File: config.mk
export PLATFORM = sky130hd
export DESIGN_NAME = phi2_phase_gen
export DESIGN_NICKNAME = d
export VERILOG_FILES = /design/src/rtl/phi2_pkg.sv /design/src/rtl/phi2_edge_sync.sv /design/src/rtl/phi2_phase_gen.sv
export SDC_FILE = /design/constraint.sdc
export NUM_CORES = 1
export LEC_CHECK = 0
export ABC_AREA = 1
export CAP_MARGIN = 30
export CELL_PAD_IN_SITES_DETAIL_PLACEMENT = 2
export CELL_PAD_IN_SITES_GLOBAL_PLACEMENT = 2
export CORE_MARGIN = 4
export CORE_UTILIZATION = 34
export DETAILED_ROUTE_END_ITERATION = 16
export PLACE_DENSITY_LB_ADDON = 0.2
export REMOVE_ABC_BUFFERS = 1
export SYNTH_ARGS = -nofsm -noshare
export SYNTH_HDL_FRONTEND = slang
export SYNTH_SLANG_ARGS = --single-unit
File: constraint.sdc
create_clock -name i_c8m -period 2.2 [get_ports i_c8m]
set_input_delay 0.44 -clock i_c8m [delete_from_list [all_inputs] [get_ports i_c8m]]
set_output_delay 0.44 -clock i_c8m [all_outputs]
set_load 0.005 [all_outputs]
File: src/rtl/phi2_pkg.sv
// Shared definitions for the PHI2 phase generator.
//   phi2_state_t : lock state machine encoding
//   DEF_*        : default timing constants (C8M cycles / PHI2 cycles)
//   sat_inc()    : increment that holds at a ceiling value
package phi2_pkg;

    typedef enum logic [1:0] {
        UNLOCKED = 2'd0,
        ACQUIRE  = 2'd1,
        LOCKED   = 2'd2
    } phi2_state_t;

    localparam int DEF_MIN_PER     = 6;
    localparam int DEF_MAX_PER     = 10;
    localparam int DEF_TIMEOUT     = 14;
    localparam int DEF_LOCK_CYCLES = 4;
    localparam int DEF_REF_DIV     = 7;

    // Accepted PHI2 high time window when the duty check is built in.
    localparam int DUTY_HI_MIN = 3;
    localparam int DUTY_HI_MAX = 5;

    function automatic int unsigned sat_inc(input int unsigned val,
                                            input int unsigned max_val);
        return (val >= max_val) ? max_val : val + 32'd1;
    endfunction

endpackage

File: src/rtl/phi2_edge_sync.sv
// PHI2 synchroniser and edge strobe generator.
// Ports:
//   i_clk      : C8M clock
//   i_rst      : asynchronous active-high reset
//   i_phi2     : raw PHI2, asynchronous to i_clk
//   o_phi2s    : PHI2 delayed by SYNC_STAGES clock edges
//   o_rise     : registered one-cycle strobe, cycle after o_phi2s rises
//   o_fall     : registered one-cycle strobe, cycle after o_phi2s falls
//   o_fall_pre : combinational fall detect, one cycle ahead of o_fall; lets
//                the parent register a pulse that lines up with o_fall
module phi2_edge_sync #(
    parameter int SYNC_STAGES = 2
) (
    input  logic i_clk,
    input  logic i_rst,
    input  logic i_phi2,
    output logic o_phi2s,
    output logic o_rise,
    output logic o_fall,
    output logic o_fall_pre
);

    logic [SYNC_STAGES-1:0] r_sync;
    logic                   r_prev;
    logic                   r_rise;
    logic                   r_fall;
    logic                   w_phi2s;
    logic                   w_rise_pre;
    logic                   w_fall_pre;

    assign w_phi2s    = r_sync[SYNC_STAGES-1];
    assign w_rise_pre = w_phi2s & ~r_prev;
    assign w_fall_pre = ~w_phi2s & r_prev;

    always_ff @(posedge i_clk or posedge i_rst) begin
        if (i_rst) begin
            r_sync <= '0;
            r_prev <= 1'b0;
            r_rise <= 1'b0;
            r_fall <= 1'b0;
        end else begin
            r_sync <= {r_sync[SYNC_STAGES-2:0], i_phi2};
            r_prev <= w_phi2s;
            r_rise <= w_rise_pre;
            r_fall <= w_fall_pre;
        end
    end

    assign o_phi2s    = w_phi2s;
    assign o_rise     = r_rise;
    assign o_fall     = r_fall;
    assign o_fall_pre = w_fall_pre;

endmodule

File: src/rtl/phi2_phase_gen.sv
// PHI2 bus-timing front end for the REU: synchronises PHI2 into C8M, gives
// edge strobes, a phase counter, a rise-to-rise period measurement, PHI2 lock
// tracking and the SDRAM refresh tick.
// Build option: PHI2_DUTY_CHECK_EN adds a high-time check to the "good rise"
// rule and exposes the measured high time on o_hi_time.
// Ports:
//   i_c8m        : system clock
//   i_reset      : asynchronous active-high reset
//   i_phi2       : raw 6502 PHI2
//   o_phi2s      : synchronised PHI2
//   o_phi2_rise  : one-cycle strobe on PHI2S rising edge
//   o_phi2_fall  : one-cycle strobe on PHI2S falling edge
//   o_phase      : C8M cycles since the latest PHI2S edge (saturating)
//   o_period     : last rise-to-rise period in C8M cycles
//   o_locked     : PHI2 stable and in range
//   o_lost       : one-cycle strobe on timeout / bad period while tracking
//   o_hi_time    : (PHI2_DUTY_CHECK_EN only) last PHI2S high time
//   o_ref_tick   : one-cycle SDRAM refresh request
//
// state    | meaning
// ---------+-------------------------------------------------------------
// UNLOCKED | no PHI2 seen (or timed out); waiting for a first rise
// ACQUIRE  | counting consecutive in-range periods towards lock
// LOCKED   | PHI2 trusted; refresh aligned to PHI2 falling edge
module phi2_phase_gen
    import phi2_pkg::*;
#(
    parameter int SYNC_STAGES = 2,
    parameter int CNT_W       = 4,
    parameter int MIN_PER     = DEF_MIN_PER,
    parameter int MAX_PER     = DEF_MAX_PER,
    parameter int TIMEOUT     = DEF_TIMEOUT,
    parameter int LOCK_CYCLES = DEF_LOCK_CYCLES,
    parameter int REF_DIV     = DEF_REF_DIV
) (
    input  logic             i_c8m,
    input  logic             i_reset,
    input  logic             i_phi2,
    output logic             o_phi2s,
    output logic             o_phi2_rise,
    output logic             o_phi2_fall,
    output logic [CNT_W-1:0] o_phase,
    output logic [CNT_W-1:0] o_period,
    output logic             o_locked,
    output logic             o_lost,
`ifdef PHI2_DUTY_CHECK_EN
    output logic [CNT_W-1:0] o_hi_time,
`endif
    output logic             o_ref_tick
);

    localparam int unsigned CNT_MAX   = (32'd1 << CNT_W) - 32'd1;
    localparam int unsigned FREE_LAST = REF_DIV * 8 - 1;
    localparam int          FREE_W    = $clog2(REF_DIV * 8);

    phi2_state_t      r_state;
    phi2_state_t      w_state_nxt;
    logic [CNT_W-1:0] r_good_cnt;
    logic [CNT_W-1:0] w_good_nxt;
    logic             w_lost_nxt;

    logic [CNT_W-1:0] r_phase;
    logic [CNT_W-1:0] r_period;
    logic [CNT_W-1:0] r_per_cnt;
    logic [CNT_W-1:0] r_ref_cnt;
    logic [FREE_W-1:0] r_free_cnt;
    logic             r_locked;
    logic             r_lost;
    logic             r_ref_tick;
    logic             r_ref_pend;

    logic             w_phi2s;
    logic             w_rise;
    logic             w_fall;
    logic             w_fall_pre;
    logic [CNT_W:0]   w_per_meas;
    logic             w_per_ok;
    logic             w_duty_ok;
    logic             w_good;
    logic             w_timeout;

    phi2_edge_sync #(
        .SYNC_STAGES (SYNC_STAGES)
    ) u_edge_sync (
        .i_clk      (i_c8m),
        .i_rst      (i_reset),
        .i_phi2     (i_phi2),
        .o_phi2s    (w_phi2s),
        .o_rise     (w_rise),
        .o_fall     (w_fall),
        .o_fall_pre (w_fall_pre)
    );

    // One bit wider than the counter so a saturated PerCnt never looks
    // like a short period.
    assign w_per_meas = {1'b0, r_per_cnt} + {{CNT_W{1'b0}}, 1'b1};
    assign w_per_ok   = (w_per_meas >= (CNT_W+1)'(MIN_PER)) &&
                        (w_per_meas <= (CNT_W+1)'(MAX_PER));
    assign w_timeout  = (r_per_cnt >= CNT_W'(TIMEOUT));

`ifdef PHI2_DUTY_CHECK_EN
    logic [CNT_W-1:0] r_hi_cnt;
    logic [CNT_W-1:0] r_hi_time;

    always_ff @(posedge i_c8m or posedge i_reset) begin
        if (i_reset) begin
            r_hi_cnt  <= '0;
            r_hi_time <= '0;
        end else begin
            if (w_rise) begin
                r_hi_cnt <= '0;
            end else begin
                r_hi_cnt <= CNT_W'(sat_inc(32'(r_hi_cnt), CNT_MAX));
            end
            if (w_fall) begin
                r_hi_time <= CNT_W'(sat_inc(32'(r_hi_cnt), CNT_MAX));
            end
        end
    end

    // The rise being judged closes a period whose high time was captured
    // at the fall inside it.
    assign w_duty_ok = (r_hi_time >= CNT_W'(DUTY_HI_MIN)) &&
                       (r_hi_time <= CNT_W'(DUTY_HI_MAX));
    assign o_hi_time = r_hi_time;
`else
    assign w_duty_ok = 1'b1;
`endif

    assign w_good = w_per_ok & w_duty_ok;

    // A rise takes priority over a timeout in the same cycle.
    always_comb begin
        w_state_nxt = r_state;
        w_good_nxt  = r_good_cnt;
        w_lost_nxt  = 1'b0;
        case (r_state)
            UNLOCKED: begin
                if (w_rise) begin
                    w_state_nxt = ACQUIRE;
                    w_good_nxt  = '0;
                end
            end
            ACQUIRE: begin
                if (w_rise) begin
                    if (w_good) begin
                        if (r_good_cnt == CNT_W'(LOCK_CYCLES - 1)) begin
                            w_state_nxt = LOCKED;
                            w_good_nxt  = '0;
                        end else begin
                            w_good_nxt = r_good_cnt + CNT_W'(1);
                        end
                    end else begin
                        w_good_nxt = '0;
                    end
                end else if (w_timeout) begin
                    w_state_nxt = UNLOCKED;
                    w_good_nxt  = '0;
                    w_lost_nxt  = 1'b1;
                end
            end
            LOCKED: begin
                if (w_rise) begin
                    if (!w_good) begin
                        w_state_nxt = ACQUIRE;
                        w_good_nxt  = '0;
                        w_lost_nxt  = 1'b1;
                    end
                end else if (w_timeout) begin
                    w_state_nxt = UNLOCKED;
                    w_good_nxt  = '0;
                    w_lost_nxt  = 1'b1;
                end
            end
            default: begin
                w_state_nxt = UNLOCKED;
                w_good_nxt  = '0;
            end
        endcase
    end

    always_ff @(posedge i_c8m or posedge i_reset) begin
        if (i_reset) begin
            r_state    <= UNLOCKED;
            r_good_cnt <= '0;
            r_lost     <= 1'b0;
            r_locked   <= 1'b0;
        end else begin
            r_state    <= w_state_nxt;
            r_good_cnt <= w_good_nxt;
            r_lost     <= w_lost_nxt;
            r_locked   <= (r_state == LOCKED);
        end
    end

    always_ff @(posedge i_c8m or posedge i_reset) begin
        if (i_reset) begin
            r_phase   <= '0;
            r_period  <= '0;
            r_per_cnt <= '0;
        end else begin
            if (w_rise || w_fall) begin
                r_phase <= '0;
            end else begin
                r_phase <= CNT_W'(sat_inc(32'(r_phase), CNT_MAX));
            end
            if (w_rise) begin
                r_period  <= CNT_W'(sat_inc(32'(r_per_cnt), CNT_MAX));
                r_per_cnt <= '0;
            end else begin
                r_per_cnt <= CNT_W'(sat_inc(32'(r_per_cnt), CNT_MAX));
            end
        end
    end

    // Refresh: PHI2-aligned while LOCKED (tick on the fall after the
    // wrapping rise, i.e. in the PHI2-low half), free-running otherwise.
    // Each source is held cleared while the other is active, so entering
    // LOCKED restarts the rise count from zero.
    always_ff @(posedge i_c8m or posedge i_reset) begin
        if (i_reset) begin
            r_ref_cnt  <= '0;
            r_ref_pend <= 1'b0;
            r_free_cnt <= '0;
            r_ref_tick <= 1'b0;
        end else if (r_state == LOCKED) begin
            r_free_cnt <= '0;
            if (w_rise) begin
                if (r_ref_cnt == CNT_W'(REF_DIV - 1)) begin
                    r_ref_cnt  <= '0;
                    r_ref_pend <= 1'b1;
                end else begin
                    r_ref_cnt <= r_ref_cnt + CNT_W'(1);
                end
            end
            if (w_fall_pre && r_ref_pend) begin
                r_ref_tick <= 1'b1;
                r_ref_pend <= 1'b0;
            end else begin
                r_ref_tick <= 1'b0;
            end
        end else begin
            r_ref_cnt  <= '0;
            r_ref_pend <= 1'b0;
            if (r_free_cnt == FREE_W'(FREE_LAST)) begin
                r_free_cnt <= '0;
                r_ref_tick <= 1'b1;
            end else begin
                r_free_cnt <= r_free_cnt + FREE_W'(1);
                r_ref_tick <= 1'b0;
            end
        end
    end

    assign o_phi2s     = w_phi2s;
    assign o_phi2_rise = w_rise;
    assign o_phi2_fall = w_fall;
    assign o_phase     = r_phase;
    assign o_period    = r_period;
    assign o_locked    = r_locked;
    assign o_lost      = r_lost;
    assign o_ref_tick  = r_ref_tick;

endmodule

Word-level counts from Yosys, hierarchy flattened
Index checks and enable logic that the tools add are counted.

Order comparisons: 5. Muxes and demuxes: 37. Bitwise logic cells: 4. Equality and inequality tests: 12. Add/sub/neg operators: 6. Reduce and logical (&&, ||, !) cells: 7.

Operators with widths (count): 2-to-1 mux 4 bit (14); adder 4 x 1 -> 4 bit (second input constant) (4); 2-to-1 mux 2 bit (7); greater-or-equal comparator 4 bit (second input constant) (3); 2-to-1 mux 6 bit (2); one-hot mux 4 bit (3 select lines) (1); 2-to-1 mux 1 bit (11); != test 3 bit (second input constant) (3); adder 6 x 1 -> 6 bit (second input constant) (1); == test 6 bit (second input constant) (1); != test 3 x 1 -> 1 bit (second input constant) (2); one-hot mux 2 bit (3 select lines) (1); adder 4 x 1 -> 5 bit (second input constant) (1); greater-or-equal comparator 5 x 3 -> 1 bit (second input constant) (1); <= comparator 5 x 4 -> 1 bit (second input constant) (1); == test 4 x 2 -> 1 bit (second input constant) (1); == test 4 x 3 -> 1 bit (second input constant) (1); != test 2 x 1 -> 1 bit (second input constant) (2); AND reduction 2 bit (2); AND reduction 4 bit (1); AND 1 bit (2); == test 2 x 1 -> 1 bit (second input constant) (1); == test 2 bit (second input constant) (1); logical AND 1 bit (2); other kinds (4) (5).

Flip-flop bits (word level): 37.

Logic depth before layout (Yosys ltp)
Depth in word-level cells: 6. Gate-level depth with buffers: 13.

By module
A second synthesis with hierarchy kept.

Cells, all modules: 242. Area, all modules: 1981.9 um^2.

Modules (own cells, without submodules): phi2_phase_gen (times used 1, area an instance 1838.0 um^2, cells each 232); phi2_edge_sync (times used 1, area an instance 143.9 um^2, cells each 10).

Worst setup path after synthesis
OpenSTA, ideal clock, no wires.

Kind: register to register. Start point: register r_per_cnt[0]. End point: register r_state[0]. Arrival time: 1.571 ns. Path slack: 0.512 ns. Data required time: 2.083 ns. Cell stages (with the launch flop): 13. Path buffers: 0. Setup time: 0.117 ns. Cell sequence: dfrtp_1 inv_1 ha_1 nor2_1 inv_1 nor2_1 nand2_1 nand3_1 nand3_2 nand2_4 inv_2 nand3_1 nand2_1.

Longest elaborated chain between the ends: 5. Elaborated cells on any way between the ends: 12.

RTL lines: from (decl) (RTL line phi2_phase_gen.sv:64) `logic [CNT_W-1:0] r_per_cnt;`; from (signal assigned) (RTL line phi2_phase_gen.sv:211) `r_per_cnt <= CNT_W'(sat_inc(32'(r_per_cnt), CNT_MAX));`; adder 4 x 1 -> 5 bit (RTL line phi2_phase_gen.sv:96) `assign w_per_meas = {1'b0, r_per_cnt} + {{CNT_W{1'b0}}, 1'b1};`; greater-or-equal comparator 5 x 3 -> 1 bit / <= comparator 5 x 4 -> 1 bit (equally long branches) (RTL line phi2_phase_gen.sv:97, phi2_phase_gen.sv:98); logical AND 1 bit (RTL line phi2_phase_gen.sv:97) `assign w_per_ok = (w_per_meas >= (CNT_W+1)'(MIN_PER)) &&`; != test 3 bit (no source line); AND reduction 4 bit (no source line); to (signal assigned) (RTL line phi2_phase_gen.sv:189) `r_state <= w_state_nxt;`; to (decl) (RTL line phi2_phase_gen.sv:56) `phi2_state_t r_state;`.

Parallel ways exist; a longest one is shown, timed or not. A chain may end at the register's enable or synchronous reset.

Final worst setup path
Ends and elaborated chain as after synthesis.

==> results.tsv <==
stage	metric	value	unit
setup_path	required	2.38	ns
routing	drc	0	
worst_hold_path	min_path_type	reg -> reg	
clock_network	cts-root-buf	clkbuf_8	
power	power_leakage	1.166	nW
run_status	outcome	completed	
synthesis	synthArstFlopShare	1.000	
sta	fin_crit	1.968	ns
synthesis	synth_edf_count	0	
sta	fin_crit_sh	0.8947	
global_routing	grt_max_degree	38	
synthesis	synthAdderAreaFrac	0.07481	
synthesis	ys_ff_latch	37	
cells_and_area	final_cell_area	2347	um2
synthesis	seq_area_frac_synth	0.4613	
routing	routedWlPerCell	14.83	um
clock_network	cts_resized	0	
synthesis	yosysUniqueCellTypes	28	
clock_network	clock_latency	0.29	ns
sta	fmax	508.1	MHz
setup_path	cp_max_fo	8	
sta	setup_tns	0	ns
die	dieArea	7196	um2
cells_and_area	syn_to_final_growth	16.96	%
sta	finalSetupViolations	0	
sta	slew_headroom	0.6585	
synthesis	ys_warn_count	0	
setup_path	crit_path_cell_trace	inv_1 -> ha_1 -> nor2_1 -> inv_1 -> nor2_1 -> nand2_1 -> nand3_1 -> nand3_2 -> nand2_4 -> inv_2 -> nand3_1 -> nand2_1	
clock_network	cts_tree	built	
cells_and_area	fill_cells	655	
routing	ant_nets	0	
clock_network	post-cts-setup-buffers	0	
setup_path	slowest_stage	dfrtp_1	
global_routing	grt_pass1_wl	9190	um
routing	routed_wl	5103	um
clock_network	cts.sinks	37	
synthesis	ys.flop_type	dfrtp_1	
routing	drtPass1Iterations	4	
power	power_density	1036	nW/um2
routing	vias	1706	
routing	avgViaCountPerCell	4.959	
global_routing	antenna_found_initial	0	
setup_path	worstSetupPathType	reg -> reg	
clock_network	htree_levels	2	
place	dpl_cell_area	2265	um2
synthesis	muxShareOfSynthArea	0	
synthesis	synth_xor_area_frac	0.02618	
global_routing	grt_usage	0.1581	
place	portBuffers	16	
setup_path	cp.arrival	2.15	ns
place	gp_routability_congestion	0.7833	
cells_and_area	antenna_cells	0	
clock_network	clk_pin_slew	0.08	ns
cells_and_area	nets	286	
die	initial_core_util	0.3579	
setup_path	slowest_delay	0.49	ns
synthesis	netlist_area	2007	um2
die	core_area	5608	um2
synthesis	yosys.area_share.simple	0.2712	
sta	final_max_slew_viol_count	0	
routing	drt_iter0_drc	34	
sta	fin_skew	0.005157	ns
synthesis	synth_top_family_by_area	simple AND/OR/NAND/NOR gates	
power	irDropWorstVdd	0.0003479	V
die	die_y	84.83	um
synthesis	avgSynthCellArea	8.125	um2
clock_network	cts_made_buffers	5	
place	dp_hpwl	3957	um
global_routing	grt_pass1_vias	1909	
sta	rsz0062_at_grt	false	
clock_network	clock_path_buffers	2	
flow_run	maxCapViolations	0	
cells_and_area	drive_above_1_share	0.08456	
setup_path	end_kind	flip-flop	
clock_network	ctsHoldBuffers	0	
die	fp-row-count	27	
die	fp.dieW	84.83	um
die	ios	17	
setup_path	start_kind	flip-flop	
global_routing	overflow	0	
sta	hold_violations	0	
sta	worst_pin_slew	0.5111	ns
synthesis	synth_compound_area_frac	0.08416	
synthesis	syn_inst	247	
-- cells in the mapped netlist (2+ instances only) --
master / n / share of area
dfrtp_1: 37 / 0.46
nand3_2: 2 / 0.010
nand3_1: 24 / 0.060
xnor2_1: 3 / 0.013
o31ai_1: 2 / 0.0075
nand2_2: 2 / 0.0062
a31oi_1: 3 / 0.0094
o21ai_0: 11 / 0.027
ha_1: 12 / 0.075
nand2_1: 57 / 0.11
a21oi_1: 11 / 0.027
nor2_1: 25 / 0.047
inv_1: 35 / 0.065
nand4_1: 4 / 0.012
xor2_1: 3 / 0.013
nand2_4: 2 / 0.011
inv_2: 3 / 0.0056
-- final timing paths --
path / startpoint / end / slack (ns) / cells after the start
max in group asynchronous: i_reset / o_period[0]$_DFFE_PP0P_ / 1.29 / 3
min: u_edge_sync.r_sync[0]$_DFF_PP0_ / u_edge_sync.r_sync[1]$_DFF_PP0_ / 0.37 / 0
max reg2reg: r_per_cnt[0]$_DFF_PP0_ / r_state[0]$_DFFE_PP0P_ / 0.23 / 12
max: r_per_cnt[0]$_DFF_PP0_ / r_state[0]$_DFFE_PP0P_ / 0.23 / 12
min reg2reg: u_edge_sync.r_sync[0]$_DFF_PP0_ / u_edge_sync.r_sync[1]$_DFF_PP0_ / 0.37 / 0
min in group asynchronous: i_reset / o_ref_tick$_DFF_PP0_ / 0.58 / 3
-- cells in the final DEF (no fill, tap or decap), drive strengths merged --
cell type      count
o31ai              2
clkbuf             6
nor4               1
inv               38
clkinv             2
nand2             61
dfrtp             37
o21ai             12
ha                12
xor2               3
nor3               1
o221ai             1
xnor2              3
o211ai             1
a21oi             11
clkdlybuf4s50     16
buf                4
nand4              4
nand3             26
nor2              27
a31oi              3
nor3b              1
-- state kept, by name (all words and copies together) (netlist names), 2 cells and up --
| signal | cells |
|---|---|
| o_period | 4 |
| r_state | 2 |
| o_phase | 4 |
| r_free_cnt | 6 |
| r_good_cnt | 4 |
| r_ref_cnt | 4 |
| u_edge_sync.r_sync | 2 |
| r_per_cnt | 4 |
-- logic make-up after synthesis --
group / after synthesis
xor+xnor: 6
fa+ha+maj: 12
simple gates: 121
flops: 37
compound gates: 30
buf+inv: 41
-- stage by stage --
| stage | utilization | hold slack [ns] | cells | worst slack [ns] | power [mW] |
|---|---|---|---|---|---|
| 3_5_place_dp | 0.4038 | 0.3630 | 336 | 0.2333 | 1.994 |
| 5_1_grt | 0.4186 | 0.3777 | 344 | 0.03288 | 2.671 |
| 3_3_place_gp | 0.4038 | 0.3366 | 336 | 0.3277 | 1.956 |
| 6_report | 0.4186 | 0.3731 | 344 | 0.2317 | 2.433 |
| 4_1_cts | 0.4186 | 0.3713 | 344 | 0.2120 | 2.482 |
| 2_1_floorplan | - | 0.3312 | 244 | 0.5121 | 1.630 |
-- layout make-up --
cell class / count / area [um2] / share of cell area
well taps: 72 / 90.09 / 0.03838
inverters: 38 / 142.6 / 0.06077
clock buffers: 6 / 72.57 / 0.03092
multi-input cells: 169 / 915.9 / 0.3902
flip-flops and latches: 37 / 925.9 / 0.3945
clock inverters: 2 / 10.01 / 0.004264
repair buffers: 20 / 190.2 / 0.08102
-- layer usage --
metal | track usage | up-vias | routed length [um]
met5 | 0 | - | 0
met4 | 0.04748 | 0 | 65
met3 | 0.03010 | 6 | 157
met2 | 0.2619 | 31 | 2387
met1 | 0.2099 | 829 | 2492
li1 | - | 840 | -
-- power breakdown --
group	switching, mW	internal (mW)	total [mW]
registers	0.155	0.835	0.990
clock network	0.246	0.220	0.466
logic	0.589	0.388	0.977
-- worst max-delay path: cells and delay by family (launching register included) --
| family | cells | cell delay [ns] |
|---|---|---|
| buf+inv | 3 | 0.21 |
| simple gates | 8 | 0.80 |
| flops | 1 | 0.49 |
| fa+ha+maj | 1 | 0.37 |
Note: power is estimated with default switching activity, not from simulation.
